==> config.mk <==
export PLATFORM = sky130hd
export DESIGN_NAME = fp_minmax_reduce
export DESIGN_NICKNAME = d
export VERILOG_FILES = /design/src/rtl/fp_minmax_reduce.sv
export SDC_FILE = /design/constraint.sdc
export NUM_CORES = 1
export LEC_CHECK = 0
export ABC_CLOCK_PERIOD_IN_PS = 3700
export CAP_MARGIN = 5
export CORE_MARGIN = 2
export CORE_UTILIZATION = 40
export CTS_CLUSTER_SIZE = 12
export DETAILED_ROUTE_END_ITERATION = 7
export HOLD_SLACK_MARGIN = 0.06
export PLACE_DENSITY = 0.76
export SLEW_MARGIN = 5
export SYNTH_ARGS = -nofsm -noshare
export SYNTH_HDL_FRONTEND = slang
export SYNTH_SLANG_ARGS = --single-unit
==> constraint.sdc <==
create_clock -name clk -period 3.7 [get_ports clk]
set_input_delay 0.74 -clock clk [delete_from_list [all_inputs] [get_ports clk]]
set_output_delay 0.74 -clock clk [all_outputs]
set_load 0.01 [all_outputs]
==> src/rtl/fp_minmax_reduce.sv <==
// fp_minmax_reduce: streaming running max/min of IEEE-754 singles with NaN and empty tracking
module fp_minmax_reduce #(
    parameter int IDX_W = 8
) (
    input  logic             clk,
    input  logic             rst,
    input  logic             start,
    input  logic [IDX_W-1:0] len,
    input  logic             in_valid,
    output logic             in_ready,
    input  logic [31:0]      in_data,
    output logic             busy,
    output logic             done,
    output logic [31:0]      max_val,
    output logic [31:0]      min_val,
    output logic [IDX_W-1:0] max_idx,
    output logic [IDX_W-1:0] min_idx,
    output logic             nan_seen,
    output logic             empty
);
    typedef enum logic [1:0] {IDLE, RUN, DONE} state_t;
    localparam logic [31:0] qnan = 32'h7FC00000;
    state_t           state;
    logic [IDX_W-1:0] len_r, count;
    logic             have, hs, is_nan, load, upd_max, upd_min, last;
    // Strict "a > b": biased keys order sign-magnitude values; +0/-0 forced equal
    function automatic logic gt(input logic [31:0] a, input logic [31:0] b);
        logic [31:0] ka, kb;
        ka = a[31] ? {1'b0, ~a[30:0]} : {1'b1, a[30:0]};
        kb = b[31] ? {1'b0, ~b[30:0]} : {1'b1, b[30:0]};
        return !(a[30:0] == '0 && b[30:0] == '0) && ka > kb;
    endfunction
    // Handshake decode and per-element compare decisions
    always_comb begin
        hs      = in_valid && in_ready;
        is_nan  = &in_data[30:23] && |in_data[22:0];
        load    = hs && !is_nan && !have;
        upd_max = hs && !is_nan && have && gt(in_data, max_val);
        upd_min = hs && !is_nan && have && gt(min_val, in_data);
        last    = hs && count == len_r - IDX_W'(1);
    end
    // Control FSM with registered outputs and running extrema
    always_ff @(posedge clk or posedge rst) begin
        if (rst) begin
            state    <= IDLE;
            len_r    <= '0;
            count    <= '0;
            have     <= 1'b0;
            in_ready <= 1'b0;
            busy     <= 1'b0;
            done     <= 1'b0;
            max_val  <= '0;
            min_val  <= '0;
            max_idx  <= '0;
            min_idx  <= '0;
            nan_seen <= 1'b0;
            empty    <= 1'b0;
        end else begin
            case (state)
                IDLE: if (start) begin
                    len_r    <= len;
                    count    <= '0;
                    have     <= 1'b0;
                    nan_seen <= 1'b0;
                    max_idx  <= '0;
                    min_idx  <= '0;
                    max_val  <= len == '0 ? qnan : '0;
                    min_val  <= len == '0 ? qnan : '0;
                    empty    <= len == '0;
                    done     <= len == '0;
                    in_ready <= len != '0;
                    busy     <= len != '0;
                    state    <= len == '0 ? DONE : RUN;
                end
                RUN: if (hs) begin
                    count <= count + IDX_W'(1);
                    have  <= have || !is_nan;
                    if (is_nan) nan_seen <= 1'b1;
                    if (load || upd_max) begin
                        max_val <= in_data;
                        max_idx <= count;
                    end
                    if (load || upd_min) begin
                        min_val <= in_data;
                        min_idx <= count;
                    end
                    if (last) begin
                        state    <= DONE;
                        in_ready <= 1'b0;
                        busy     <= 1'b0;
                        done     <= 1'b1;
                        if (!have && is_nan) begin
                            empty   <= 1'b1;
                            max_val <= qnan;
                            min_val <= qnan;
                        end
                    end
                end
                default: begin
                    done  <= 1'b0;
                    state <= IDLE;
                end
            endcase
        end
    end
endmodule

**After elaboration in Yosys (flattened, before gate mapping)**

Index checks and enable logic that the tools add are counted.

- $lt $le $gt $ge: 2
- Multiplexer cells: 47
- Reductions and logical operators: 37
- Add/subtract/negate cells: 2
- Bitwise operators: 3
- Equality and inequality tests: 9

Operators with widths:

| cell | number |
|---|---|
| $mux W32 | 12 |
| $pmux W32 S2 | 2 |
| $logic_not A31 Y1 | 3 |
| $not A31 Y31 | 3 |
| $gt A32 B32 Y1 | 2 |
| $mux W8 | 6 |
| $pmux W8 S2 | 3 |
| $mux W31 | 1 |
| $reduce_or A23 Y1 | 1 |
| $reduce_and A4 Y1 | 4 |
| $ne A2 B2 Y1 const B | 7 |
| $logic_and A1 B1 Y1 | 13 |
| $mux W1 | 13 |
| $pmux W1 S2 | 5 |
| $add A8 B1 Y8 const B | 1 |
| $eq A8 B8 Y1 | 1 |
| $logic_not A8 Y1 | 1 |
| $mux W2 | 4 |
| $reduce_and A8 Y1 | 1 |
| $reduce_bool A8 Y1 | 1 |
| $sub A8 B1 Y8 const B | 1 |
| $reduce_and A3 Y1 | 2 |
| $reduce_and A5 Y1 | 1 |
| $logic_not A1 Y1 | 4 |
| other kinds (6) | 8 |

- Bits of input ports: 44
- Output and inout bits: 85
- Register bits: 103

**Longest topological paths before layout**

Gate-level depths: netlist of the first run.

- Depth in word-level cells: 12
- Depth in mapped cells: 14

**Worst setup path after synthesis of the first run**

Ideal clock, no wire load.

- Kind: input to register
- From: in in_data[31]
- To: reg min_val[0]
- Setup time: 132 ps
- Required time: 3568 ps
- Stages on the path: 14
- Data arrival time: 3914 ps
- Slack: -346 ps
- Cells stage by stage: buf_2 > buf_1 > xor2_1 > inv_1 > ha_1 > a21o_1 > a21o_1 > a221o_1 > a2111o_1 > a211o_1 > clkbuf_1 > clkbuf_1 > a32oi_1 > o21ai_1

- Word-level cells in the longest chain between the ends: 10

RTL lines:

| item | line | RTL |
|---|---|---|
| from (decl) | 11 | `input logic [31:0] in_data,` |
| $mux W32 * | 30 | `kb = b[31] ? {1'b0, ~b[30:0]} : {1'b1, b[30:0]};` |
| $gt A32 B32 Y1 * | 31 | `return !(a[30:0] == '0 && b[30:0] == '0) && ka > kb;` |
| $logic_and A1 B1 Y1 * | 31 |  |
| $logic_and A1 B1 Y1 * | 39 | `upd_min = hs && !is_nan && have && gt(min_val, in_data);` |
| $logic_or A1 B1 Y1 * | 83 | `if (load \|\| upd_min) begin` |
| $mux W32 * | 83 |  |
| $mux W32 | 92 | `if (!have && is_nan) begin` |
| $mux W32 * | 87 | `if (last) begin` |
| $mux W32 * | 75 | `RUN: if (hs) begin` |
| $pmux W32 S2 * | 59 | `case (state)` |
| to (signal assigned) | 68 | `min_val <= len == '0 ? qnan : '0;` |
| to (signal assigned) | 84 | `min_val <= in_data;` |
| to (signal assigned) | 95 | `min_val <= qnan;` |
| to (decl) | 15 | `output logic [31:0] min_val,` |

Mark *: on every way between the ends. The rest lies on a longest branch, timed or not. The select of a mux whose other input is x is not followed.
A chain may end at the register's enable or synchronous reset.

**Worst setup path in the final report of the first run**

- From: in in_data[26]
- To: reg min_val[17]

- Word-level cells in the longest chain between the ends: 12
- Elaborated cells between the ends (all ways): 21
- Classes of those cells: order compare (1); mux (6); bitwise (1); reduce/logical (13)

RTL lines:

| item | line |
|---|---|
| parallel branches: the longest is 9 deep, another holds $gt A32 B32 Y1 | n/a |
| $mux W32 * | 87 |
| $mux W32 * | 75 |
| $pmux W32 S2 * | 59 |

Mark *: on every way between the ends. The select of a mux whose other input is x is not followed.

==> flow_metrics.tcl, run 1 <==
set metrics [dict create \
    status "completed" \
    power.density_mw_per_mm2 860 \
    synth_warnings 0 \
    synth_cell_type_count 56 \
    place_ws_ns -0.359 \
    placementRows 49 \
    drc 0 \
    place.gp.congestion 0.910 \
    htreeDepth 3 \
    ys_seq_area_share_pct 34.5 \
    grt_pass1_wl_mm 36.5 \
    insertedDiodeCount 0 \
    fin_crit_sh_pct 95.6 \
    postCtsSetupRepairBufs 0 \
    nets 1097 \
    arrival_ns 3.77 \
    ant_nets 0 \
    antenna_found_initial 0 \
    core_area_mm2 0.0180 \
    initial_core_util_pct 41.0 \
    switching_power_w 0.00382 \
    grt_usage_pct 23.3 \
    irDropWorstVdd_uv 526 \
    io_pins 129 \
    viasPerCell 5.72 \
    worstSetupPathType "in2reg" \
    leakage_nw 4.34 \
    p_comb_share_pct 60.7 \
    cts_sinks 102 \
    die_area_mm2 0.0196 \
    slew-limit-headroom_pct 54.1 \
    rsz0062_at_grt "no" \
    synth_seq_cells 102 \
    grt_max_degree 49 \
    synthCells 810 \
    hp-class "reg2reg" \
    postSynthAreaPerCell_um2 9.12 \
    setup_slack_ns 0.163 \
    drt-initial-drc-count 582 \
    wl_per_cell_um 18.6 \
    cts_tree "done" \
    skew_ns 0.00912 \
    critPathMaxFanout 23 \
    worst_ep_required_time_ns 3.94 \
    die_y_um 140 \
    drive_above_1_share_pct 13.3 \
    clk_pin_slew_worst_paths_ns 0.08 \
    drt-total-wl_mm 22.8 \
    area_growth_syn_to_layout_pct 33.6 \
    insertion_delay_ns 0.36 \
    total_power_w 0.00849 \
    drt_pass1_iterations 5 \
    tightestPinTransition_ns 0.684 \
    routed-via-count 7004 \
    ys.flop_type "dfrtp_1" \
    overflow 0 \
    hold_viol_final 0 \
    switching_share_pct 45.0 \
    port_buffers 128 \
    synth_async_sr_flop_share_pct 100 \
    p_clk_share_pct 11.1 \
    synth_edf_count 0 \
    synth.cell_area_mm2 0.00739 \
    fmax_ghz 0.283 \
    power_frac_seq_pct 28.2 \
    dp_hpwl_mm 17.2 \
    period_minus_slack_ns 3.54 \
    cts-root-buf "clkbuf_16" \
    cts_buffer_depth 2 \
    internal-power_w 0.00467 \
    cts_buffers 9 \
    setup_viol 0 \
    worstSetupEndpointType "flop" \
    die_w_um 140 \
    fillers 1598 \
    maxSlewViolCount 0 \
    holdWs_ns 0.523 \
    cp-start-kind "input pin" \
    max_cap_viol_count 0 \
    synth_nets 916 \
    grt_pass1_vias 6800 \
]
[placed cells by master, fill, tap and decap left out, drive strengths merged, types with 3 or more instances in the layout]
| master | count |
|---|---|
| a211oi | 5 |
| mux2i | 8 |
| nand2 | 87 |
| and3 | 3 |
| xnor2 | 57 |
| o211ai | 13 |
| clkdlybuf4s50 | 126 |
| a21oi | 31 |
| nor4 | 27 |
| or4 | 4 |
| xor2 | 55 |
| nor2b | 6 |
| dfrtp | 102 |
| nand4 | 31 |
| nand2b | 4 |
| o21ai | 47 |
| a21o | 9 |
| inv | 58 |
| nor3 | 10 |
| a22oi | 3 |
| nand3 | 22 |
| buf | 92 |
| a32oi | 23 |
| clkbuf | 9 |
| nor2 | 29 |
| a311o | 10 |
| ha | 62 |
| a22o | 23 |
| nor3b | 12 |
[through the flow]
| stage | utilization, % | cell area, um2 | TNS, ns | instances |
|---|---|---|---|---|
| after floorplan | - | 7400 | 0 | 810 |
| after global placement | 52.8 | 9520 | -10.09 | 1209 |
| after detailed placement | 52.8 | 9520 | -11.15 | 1209 |
| after CTS | 54.4 | 9810 | 0 | 1225 |
| after global routing | 54.8 | 9870 | 0 | 1225 |
| final | 54.8 | 9870 | 0 | 1225 |
[synth_stat cells (9+ instances only)]
library cell | count | area share [%]
a21o_1 | 9 | 0.91
a21oi_1 | 31 | 2.1
a22o_1 | 23 | 2.7
a311o_1 | 9 | 1.2
a32oi_1 | 23 | 2.7
buf_1 | 9 | 0.46
clkbuf_1 | 29 | 1.5
dfrtp_1 | 102 | 35
ha_1 | 62 | 10
inv_1 | 53 | 2.7
nand2_1 | 87 | 4.4
nand3_1 | 22 | 1.5
nand4_1 | 31 | 2.6
nor2_1 | 29 | 1.5
nor3_1 | 9 | 0.61
nor3b_1 | 12 | 1.2
nor4_1 | 26 | 2.2
o211ai_1 | 13 | 1.3
o21ai_0 | 14 | 0.95
o21ai_1 | 33 | 2.2
xnor2_1 | 57 | 6.8
xor2_1 | 55 | 6.5
[layer usage]
| metal | up-vias | wire, um | track usage (%) |
|---|---|---|---|
| met2 | 306 | 11000 | 38.5 |
| met4 | 0 | 509 | 7.26 |
| li1 | 3286 | - | - |
| met3 | 38 | 1620 | 4.27 |
| met5 | - | 0 | 0 |
| met1 | 3374 | 9700 | 31.0 |
[final timing paths]
kind                             startpoint           to  slack, ns  cells past startpoint
worst max-delay path            in_data[26]  min_val[17]       0.16                     14
worst min-delay path               len_r[7]     len_r[7]       0.52                      2
worst max register to register  min_val[31]  min_val[17]       0.37                     14
worst min register to register     len_r[7]     len_r[7]       0.52                      2
max in group asynchronous               rst   max_idx[0]       2.26                      3
min in group asynchronous               rst  max_val[30]       0.66                      2
[layout make-up]
type	count	area, um2	share of cell area [%]
multi-input combinational	606	4510	45.7
sequential	102	2550	25.9
timing repair buffer	219	2030	20.6
tap	229	287	2.90
clock buffer	9	225	2.28
inverter	53	201	2.04
clock inverter	7	62.6	0.634
[timing repair]
action,4_1_cts,5_1_grt
hold buffers,0,0
gates resized for setup,0,10
endpoints found under the setup margin,1,40
pin swaps,1,3
[registers in the layout, summed over array words and instances (netlist names)]
| signal | cells |
|---|---|
| min_val | 32 |
| max_idx | 8 |
| empty | 1 |
| done | 1 |
| state | 1 |
| nan_seen | 1 |
| have | 1 |
| max_val | 32 |
| count | 8 |
| busy | 1 |
| min_idx | 8 |
| len_r | 8 |
[power groups by stage]
stage	Clock, W	Combinational, W	Sequential, W
final	0.000942	0.00515	0.00239
after floorplan	0	0.00305	0.00229
after detailed placement	0	0.00510	0.00238
after CTS	0.000953	0.00513	0.00237
after global placement	0	0.00492	0.00238
after global routing	0.00101	0.00567	0.00245
[cell families (layout without fill, tap and decap cells)]
logic type | Yosys count | in the layout | synth area share, %
AND/OR/NAND/NOR | 242 | 242 | 16.8
AO/OA/AOI/OAI | 180 | 180 | 17.8
XOR/XNOR | 113 | 113 | 13.6
flip-flops | 102 | 102 | 34.5
buffers and inverters | 102 | 288 | 5.57
adder cells (fa/ha/maj) | 63 | 63 | 10.6
multiplexers | 8 | 8 | 1.08
[critical path: stages]
cell and delay (ns):
clkdlybuf4s50_1 0.55, xor2_2 0.21, inv_1 0.07, ha_1 0.30
nand4_1 0.13, nor4_1 0.29, buf_4 0.18, nand4_1 0.15
o41ai_2 0.38, buf_4 0.20, nor3_2 0.07, buf_12 0.18
a32oi_1 0.21, o21ai_1 0.09
Power figures use the tool's default switching activity.
==> inputs of run 2 (changes only) <==
- CAP_MARGIN: 5 -> 20
==> results of run 2 <==
The final DEF is identical to that of run 1; final timing and power are the same.
